--- config.mk ---
export PLATFORM = sky130hd
export DESIGN_NAME = packet_streamer
export DESIGN_NICKNAME = d
export VERILOG_FILES = /design/src/rtl/sdr_pkt_pkg.sv /design/src/rtl/stream_skid_buf.sv /design/src/rtl/packet_streamer.sv
export SDC_FILE = /design/constraint.sdc
export NUM_CORES = 1
export LEC_CHECK = 0
export CAP_MARGIN = 10
export CORE_UTILIZATION = 28
export CTS_CLUSTER_SIZE = 10
export DETAILED_ROUTE_END_ITERATION = 12
export GPL_TIMING_DRIVEN = 0
export MAX_ROUTING_LAYER = met4
export PLACE_DENSITY = 0.51
export SYNTH_ARGS = -nofsm -noshare
export SYNTH_HDL_FRONTEND = slang
export SYNTH_SLANG_ARGS = --single-unit
export TNS_END_PERCENT = 50
--- constraint.sdc ---
create_clock -name i_clk -period 3.39 [get_ports i_clk]
set_input_delay 1.017 -clock i_clk [delete_from_list [all_inputs] [get_ports i_clk]]
set_output_delay 1.017 -clock i_clk [all_outputs]
set_load 0.02 [all_outputs]
--- src/rtl/sdr_pkt_pkg.sv ---
// Shared constants and types for the COBS packet path (encoder and streamer).
// Contents:
//   PKT_LEN_DEFAULT - bytes per encoded packet
//   COBS_DELIM      - frame delimiter byte
//   COBS_MAX_CODE   - largest COBS code byte
//   stream_state_e  - packet_streamer FSM states
package sdr_pkt_pkg;

  localparam int unsigned PKT_LEN_DEFAULT = 253;
  localparam logic [7:0]  COBS_DELIM      = 8'h00;
  localparam logic [7:0]  COBS_MAX_CODE   = 8'hFF;

  typedef enum logic [2:0] {
    S_IDLE  = 3'd0,
    S_WAIT  = 3'd1,
    S_FETCH = 3'd2,
    S_DELIM = 3'd3,
    S_DONE  = 3'd4
  } stream_state_e;

endpackage

--- src/rtl/stream_skid_buf.sv ---
// Two-entry valid/ready byte buffer with occupancy output.
// Ports:
//   i_clk, i_rst_n - clock, asynchronous active-low reset
//   i_wr_en        - push i_wr_data (ignored when full and not popping)
//   i_wr_data      - data to push
//   i_rd_en        - pop the head entry (ignored when empty)
//   o_rd_data      - head entry
//   o_valid        - buffer not empty
//   o_count        - number of stored entries (0..2)
module stream_skid_buf #(
  parameter int unsigned WIDTH = 8
) (
  input  logic             i_clk,
  input  logic             i_rst_n,
  input  logic             i_wr_en,
  input  logic [WIDTH-1:0] i_wr_data,
  input  logic             i_rd_en,
  output logic [WIDTH-1:0] o_rd_data,
  output logic             o_valid,
  output logic [1:0]       o_count
);

  logic [WIDTH-1:0] r_mem [2];
  logic             r_wptr;
  logic             r_rptr;
  logic [1:0]       r_count;
  logic             w_rd;
  logic             w_wr;

  assign w_rd = i_rd_en && (r_count != 2'd0);
  // A full buffer still accepts a write in the same clock as a pop.
  assign w_wr = i_wr_en && ((r_count != 2'd2) || w_rd);

  always_ff @(posedge i_clk or negedge i_rst_n) begin
    if (!i_rst_n) begin
      r_mem[0] <= '0;
      r_mem[1] <= '0;
      r_wptr   <= 1'b0;
      r_rptr   <= 1'b0;
      r_count  <= 2'd0;
    end else begin
      if (w_wr) begin
        r_mem[r_wptr] <= i_wr_data;
        r_wptr        <= ~r_wptr;
      end
      if (w_rd) begin
        r_rptr <= ~r_rptr;
      end
      case ({w_wr, w_rd})
        2'b10:   r_count <= r_count + 2'd1;
        2'b01:   r_count <= r_count - 2'd1;
        default: r_count <= r_count;
      endcase
    end
  end

  assign o_rd_data = r_mem[r_rptr];
  assign o_valid   = (r_count != 2'd0);
  assign o_count   = r_count;

endmodule

--- src/rtl/packet_streamer.sv ---
// Reads a finished packet out of the COBS encoder's read buffer and streams it
// on a valid/ready byte interface, optionally followed by a frame delimiter.
// Ports:
//   i_clk, i_rst_n - clock, asynchronous active-low reset
//   i_pkt_stb      - one-cycle pulse: a complete packet is readable
//   o_raddr        - read address to the encoder (data returns next clock)
//   i_rdata        - read data from the encoder
//   o_tdata        - stream byte
//   o_tvalid       - o_tdata valid
//   i_tready       - sink ready; transfer on o_tvalid && i_tready
//   o_tlast        - final byte of the frame
//   o_busy         - frame in progress
//   o_overrun      - sticky: a strobe arrived while busy
//   o_drop_cnt     - saturating count of dropped strobes
//   o_pkt_cnt      - wrapping count of completed frames
module packet_streamer
  import sdr_pkt_pkg::*;
#(
  parameter int unsigned PKT_LEN      = PKT_LEN_DEFAULT,
  parameter int unsigned ADDR_WIDTH   = 8,
  parameter logic [7:0]  DELIM        = COBS_DELIM,
  parameter bit          APPEND_DELIM = 1'b1,
  parameter int unsigned START_DELAY  = 2
) (
  input  logic                  i_clk,
  input  logic                  i_rst_n,
  input  logic                  i_pkt_stb,
  output logic [ADDR_WIDTH-1:0] o_raddr,
  input  logic [7:0]            i_rdata,
  output logic [7:0]            o_tdata,
  output logic                  o_tvalid,
  input  logic                  i_tready,
  output logic                  o_tlast,
  output logic                  o_busy,
  output logic                  o_overrun,
  output logic [7:0]            o_drop_cnt,
  output logic [15:0]           o_pkt_cnt
);

  localparam int unsigned DLY_W = (START_DELAY > 1) ? $clog2(START_DELAY + 1) : 1;
  // One extra pointer bit so PKT_LEN = 2^ADDR_WIDTH compares without wrapping.
  localparam logic [ADDR_WIDTH:0] PTR_END = (ADDR_WIDTH + 1)'(PKT_LEN);

  stream_state_e         r_state;
  stream_state_e         w_state_nxt;
  logic [DLY_W-1:0]      r_dly;
  logic [ADDR_WIDTH:0]   r_rd_ptr;
  logic [ADDR_WIDTH-1:0] r_raddr;
  logic                  r_inflight;
  logic                  r_busy;
  logic                  r_overrun;
  logic [7:0]            r_drop_cnt;
  logic [15:0]           r_pkt_cnt;

  logic [1:0]            w_occ;
  logic                  w_buf_valid;
  logic [7:0]            w_buf_data;
  logic                  w_pop;
  logic                  w_issue;
  logic                  w_rd_done;
  logic                  w_fetch_done;
  logic                  w_head_last;
  logic [2:0]            w_pending;

  stream_skid_buf #(
    .WIDTH (8)
  ) u_skid (
    .i_clk     (i_clk),
    .i_rst_n   (i_rst_n),
    .i_wr_en   (r_inflight),
    .i_wr_data (i_rdata),
    .i_rd_en   (w_pop),
    .o_rd_data (w_buf_data),
    .o_valid   (w_buf_valid),
    .o_count   (w_occ)
  );

  assign w_rd_done = (r_rd_ptr == PTR_END);
  assign w_pop     = (r_state == S_FETCH) && w_buf_valid && i_tready;
  assign w_pending = {1'b0, w_occ} + {2'b00, r_inflight};
  // The slot freed by this clock's pop counts as space, keeping the stream
  // gapless under continuous ready.
  assign w_issue   = (r_state == S_FETCH) && !w_rd_done &&
                     (w_pending < (3'd2 + {2'b00, w_pop}));
  assign w_head_last  = w_rd_done && !r_inflight && (w_occ == 2'd1);
  assign w_fetch_done = w_rd_done && !r_inflight &&
                        ((w_occ == 2'd0) || ((w_occ == 2'd1) && w_pop));

  always_comb begin
    w_state_nxt = r_state;
    case (r_state)
      S_IDLE: begin
        if (i_pkt_stb) begin
          w_state_nxt = (START_DELAY == 0) ? S_FETCH : S_WAIT;
        end
      end
      S_WAIT: begin
        if (r_dly <= DLY_W'(1)) begin
          w_state_nxt = S_FETCH;
        end
      end
      S_FETCH: begin
        if (w_fetch_done) begin
          w_state_nxt = APPEND_DELIM ? S_DELIM : S_DONE;
        end
      end
      S_DELIM: begin
        if (i_tready) begin
          w_state_nxt = S_DONE;
        end
      end
      S_DONE:  w_state_nxt = S_IDLE;
      default: w_state_nxt = S_IDLE;
    endcase
  end

  always_ff @(posedge i_clk or negedge i_rst_n) begin
    if (!i_rst_n) begin
      r_state    <= S_IDLE;
      r_dly      <= '0;
      r_rd_ptr   <= '0;
      r_raddr    <= '0;
      r_inflight <= 1'b0;
      r_busy     <= 1'b0;
      r_overrun  <= 1'b0;
      r_drop_cnt <= 8'd0;
      r_pkt_cnt  <= 16'd0;
    end else begin
      r_state    <= w_state_nxt;
      r_inflight <= w_issue;

      if (r_state == S_IDLE && i_pkt_stb) begin
        r_rd_ptr <= '0;
        r_dly    <= DLY_W'(START_DELAY);
        r_busy   <= 1'b1;
      end

      if (r_state == S_WAIT) begin
        r_dly <= r_dly - DLY_W'(1);
      end

      if (w_issue) begin
        r_raddr  <= r_rd_ptr[ADDR_WIDTH-1:0];
        r_rd_ptr <= r_rd_ptr + 1'b1;
      end

      if (r_state == S_DONE) begin
        r_pkt_cnt <= r_pkt_cnt + 16'd1;
        r_busy    <= 1'b0;
      end

      // S_DONE still counts as busy for strobe rejection.
      if (i_pkt_stb && (r_state != S_IDLE)) begin
        r_overrun <= 1'b1;
        if (r_drop_cnt != 8'hFF) begin
          r_drop_cnt <= r_drop_cnt + 8'd1;
        end
      end
    end
  end

  // Address is driven combinationally on issue so the first read goes out
  // START_DELAY clocks after the strobe; otherwise the last address is held.
  assign o_raddr    = w_issue ? r_rd_ptr[ADDR_WIDTH-1:0] : r_raddr;
  assign o_tvalid   = w_buf_valid || (r_state == S_DELIM);
  assign o_tdata    = (r_state == S_DELIM) ? DELIM : w_buf_data;
  assign o_tlast    = (r_state == S_DELIM) ||
                      (!APPEND_DELIM && (r_state == S_FETCH) && w_buf_valid && w_head_last);
  assign o_busy     = r_busy;
  assign o_overrun  = r_overrun;
  assign o_drop_cnt = r_drop_cnt;
  assign o_pkt_cnt  = r_pkt_cnt;

endmodule

==> results by group <==
Global route
  – Overall Global Routing Usage: 13.9%
  – Initial antenna violation count: 0
  – Number of global-route vias before repair: around 2600
  – Largest net degree at the start of global routing: 53
  – GRT overflow: 0
  – First-pass GRT wire length: around 12000 um

Cells and area
  – Ant diodes: 0
  – NumNets Final: 396
  – Fin util: 41.7%
  – Non-Filler Instances: 518
  – Register Area: about 1700 um^2
  – Area of the multi-input gates: 1570 um^2
  – Fill cells: ~1100
  – Layout cells sized above 1: 25.1%
  – Synthesis-to-layout area growth: 42.4%

Floorplan
  – Row count: 38
  – Die Y: approximately 110 um
  – Die width: between 100 and 150 um
  – I/O pin count: 56
  – Die area: around 12000 um^2
  – Core area: 11100 um^2
  – Initial Util: 29.3%

Synth
  – Count leader, synth: dfrtp_1
  – Largest family of logic cells by synthesized area: simple AND/OR/NAND/NOR gates
  – Main synth FF type: dfrtp_1
  – Synth Area in XOR/XNOR: 7.02%
  – Seq/Total Area, Yosys: 53.2%
  – Synthesized area per cell: 11.2 um^2
  – Adder-cell share of the synthesized area: roughly 4.2%
  – Mux contribution to synthesized area: 9.37%
  – Synth Area in Compound Gates: roughly 5.7%
  – Synth top cells by count: dfrtp_1 (69), nand2_1 (32), mux2_2 (19)
  – Yosys reg bits: 69
  – EDFF count, synth: 0
  – Post-Syn Area: 3250 um^2
  – Simple-gate share of the synthesized area: 18.2%
  – Top cell type's share of synthesized area: 53.2%
  – Net Count, Synth: between 300 and 400
  – Ys async rst share: between 90% and 100%
  – Ys Warns: 0
  – Largest area contributor in the netlist: dfrtp_1
  – Main area contributors after synthesis: dfrtp_1 (53%), mux2_2 (6.6%), xnor2_1 (4.3%)
  – Mapped Cells: 290
  – Unique masters post-synth: 42

Routing
  – Number of remaining DRC errors: 0
  – Vias: 2475
  – Drt via density: 4.78
  – ANT nets after route: 0
  – WL final: about 7300 um
  – WL per Instance: 14.0 um
  – First DRT Iteration DRCs: 62
  – Router iterations before antenna repair: 4

STA
  – Setup ws final: -86.3 ps
  – Fmax: 288 MHz
  – Slew Viols, Final: 0
  – Fin crit share: 103%
  – Max_slew headroom: 51.0%
  – Final hold vios: 0
  – Final setup fails: 8
  – Worst Clk Skew: 5.95 ps
  – Slew @ Worst Pin: roughly 730 ps
  – Fin crit period: 3480 ps
  – Unrepaired setup endpoints after global routing: yes

Power
  – Total leakage power: 2.10 nW
  – Switching share of power: a little over a third
  – Clock power frac: 23.5%
  – Pwr Total: 4.04 mW
  – Internal power: roughly 2.6 mW
  – Sequential fraction of design power: 32.7%
  – Maximum vdd drop: 0.461 mV
  – Comb pwr share: 43.8%
  – PD cells: 874 nW/um^2
  – Psw: 1.45 mW

Clock network
  – CTS tree: yes
  – # clock sinks: a little under 70
  – Hold_buf cts: 0
  – H-tree levels: 3
  – CTS Buffer Depth: 2
  – Worst skew pair latency: about 330 ps
  – TritonCTS Buffers: 9
  – Clock transition at path regs: around 60 ps
  – Root buffer cell: clkbuf_16

Critical path
  – Worst EP arrival: 2460 ps
  – CP Class: input pin to primary output
  – Worst r2r src: u_skid.o_count[0]
  – Cell count of the worst reg-to-reg path: 10
  – Reg-to-reg endpoint: r_rd_ptr[3]
  – CP max FO: 5
  – R2r setup slk: 760 ps
  – Worst Setup EP: o_raddr[1]
  – CP endpoint kind: primary output
  – CP Launch Type: input pin
  – Crit path launch: i_tready
  – CP required: approximately 2400 ps

Place
  – Placer's final routability congestion estimate: between 0.7 and 0.8
  – Post-Place Cells: 486
  – Dpl hpwl: 4640 um
  – Buffers on Ports: 55

Worst hold path
  – Min-delay worst type: flop to flop

Status
  – Outcome: complete, but fails checks
  – Failing checks: setup timing

Job
  – Maximum capacitance violations: 0
[power groups by stage]
| stage | registers [mW] | clock network [mW] | logic [mW] |
|---|---|---|---|
| CTS | 1.32 | 0.985 | 1.74 |
| global placement | 1.32 | 0 | 1.48 |
| floorplan | 1.34 | 0 | 0.884 |
| finish | 1.32 | 0.950 | 1.77 |
| detailed placement | 1.33 | 0 | 1.50 |
| global route | 1.36 | 1.01 | 1.94 |
[per-stage QoR]
stage | setup WS, ps | TNS (ps) | instance area, um^2 | hold WS (ps)
6_report | -86.3 | -427 | 4620 | 475
5_1_grt | -148 | -908 | 4620 | 491
4_1_cts | -118 | -868 | 4570 | 478
3_5_place_dp | -1290 | -9890 | 4020 | 456
3_3_place_gp | -1290 | -93850 | 3990 | 462
2_1_floorplan | -28.3 | -127 | 3260 | 457
[logic make-up after synthesis]
logic type	Yosys count
adder cells (fa/ha/maj)	11
AO/OA/AOI/OAI	26
buffers and inverters	17
flip-flops	69
XOR/XNOR	26
multiplexers	28
AND/OR/NAND/NOR	113
[worst min path at each step]
stage,start,to,slack [ps],cells after the start
detailed placement,r_raddr[3],r_raddr[3],460,2
finish,o_overrun,o_overrun,470,1
floorplan,r_dly[0],r_dly[0],460,1
CTS,o_overrun,o_overrun,480,1
global route,o_pkt_cnt[15],o_pkt_cnt[15],490,1
global placement,r_raddr[3],r_raddr[3],460,2
[flip-flops by register name, summed over array words and instances (netlist names), 2 cells and up]
name / count
r_rd_ptr: 9
u_skid.r_mem: 16
r_state: 3
u_skid.o_count: 2
r_dly: 2
o_pkt_cnt: 16
o_drop_cnt: 8
r_raddr: 8
[per-layer routing]
layer / GRT usage, % / share of wire (%) / vias to the layer above / wire length (um)
li1: - / - / 1203 / -
met1: 16.8 / 47 / 1215 / 3440
met2: 22.1 / 48 / 47 / 3470
met3: 3.97 / 3.2 / 10 / 229
met4: 5.14 / 1.6 / 0 / 117
met5: - / 0 / - / 0
[layout by cell type, fill, tap and decap left out, types with 8 or more instances in the layout]
cell type / n
and3_1: 8
nand2_2: 11
buf_6: 11
nand2_1: 14
dfrtp_1: 69
ha_1: 8
inv_1: 8
nor3_1: 8
xnor2_1: 16
nor2_1: 15
clkbuf_16: 9
xor2_1: 10
nand4_1: 8
buf_4: 16
nand3_1: 16
clkdlybuf4s50_1: 45
mux2i_1: 9
mux2_2: 19
[worst max-delay path: stages]
cell,delay (ps)
buf_8,80
or4b_1,430
a221o_1,370
buf_6,150
buf_8,130
o21ai_4,150
buf_6,130
[final cells by class]
cell class,instances,share of cell area [%]
inverters,10,1.08
repair buffers,73,16.1
well taps,140,3.79
multi-input cells,204,34.0
flip-flops and latches,69,37.4
plain buffers,6,1.11
clock buffers,11,5.25
clock inverters,5,1.30
[what timing repair did]
item                       in CTS  in global routing
buffers inserted               13                  3
cloned                          1                  0
pin swaps                       9                  7
setup endpoints to repair      17                 18
gates resized for setup        92                 11
Note: power is estimated with default switching activity, not from simulation.
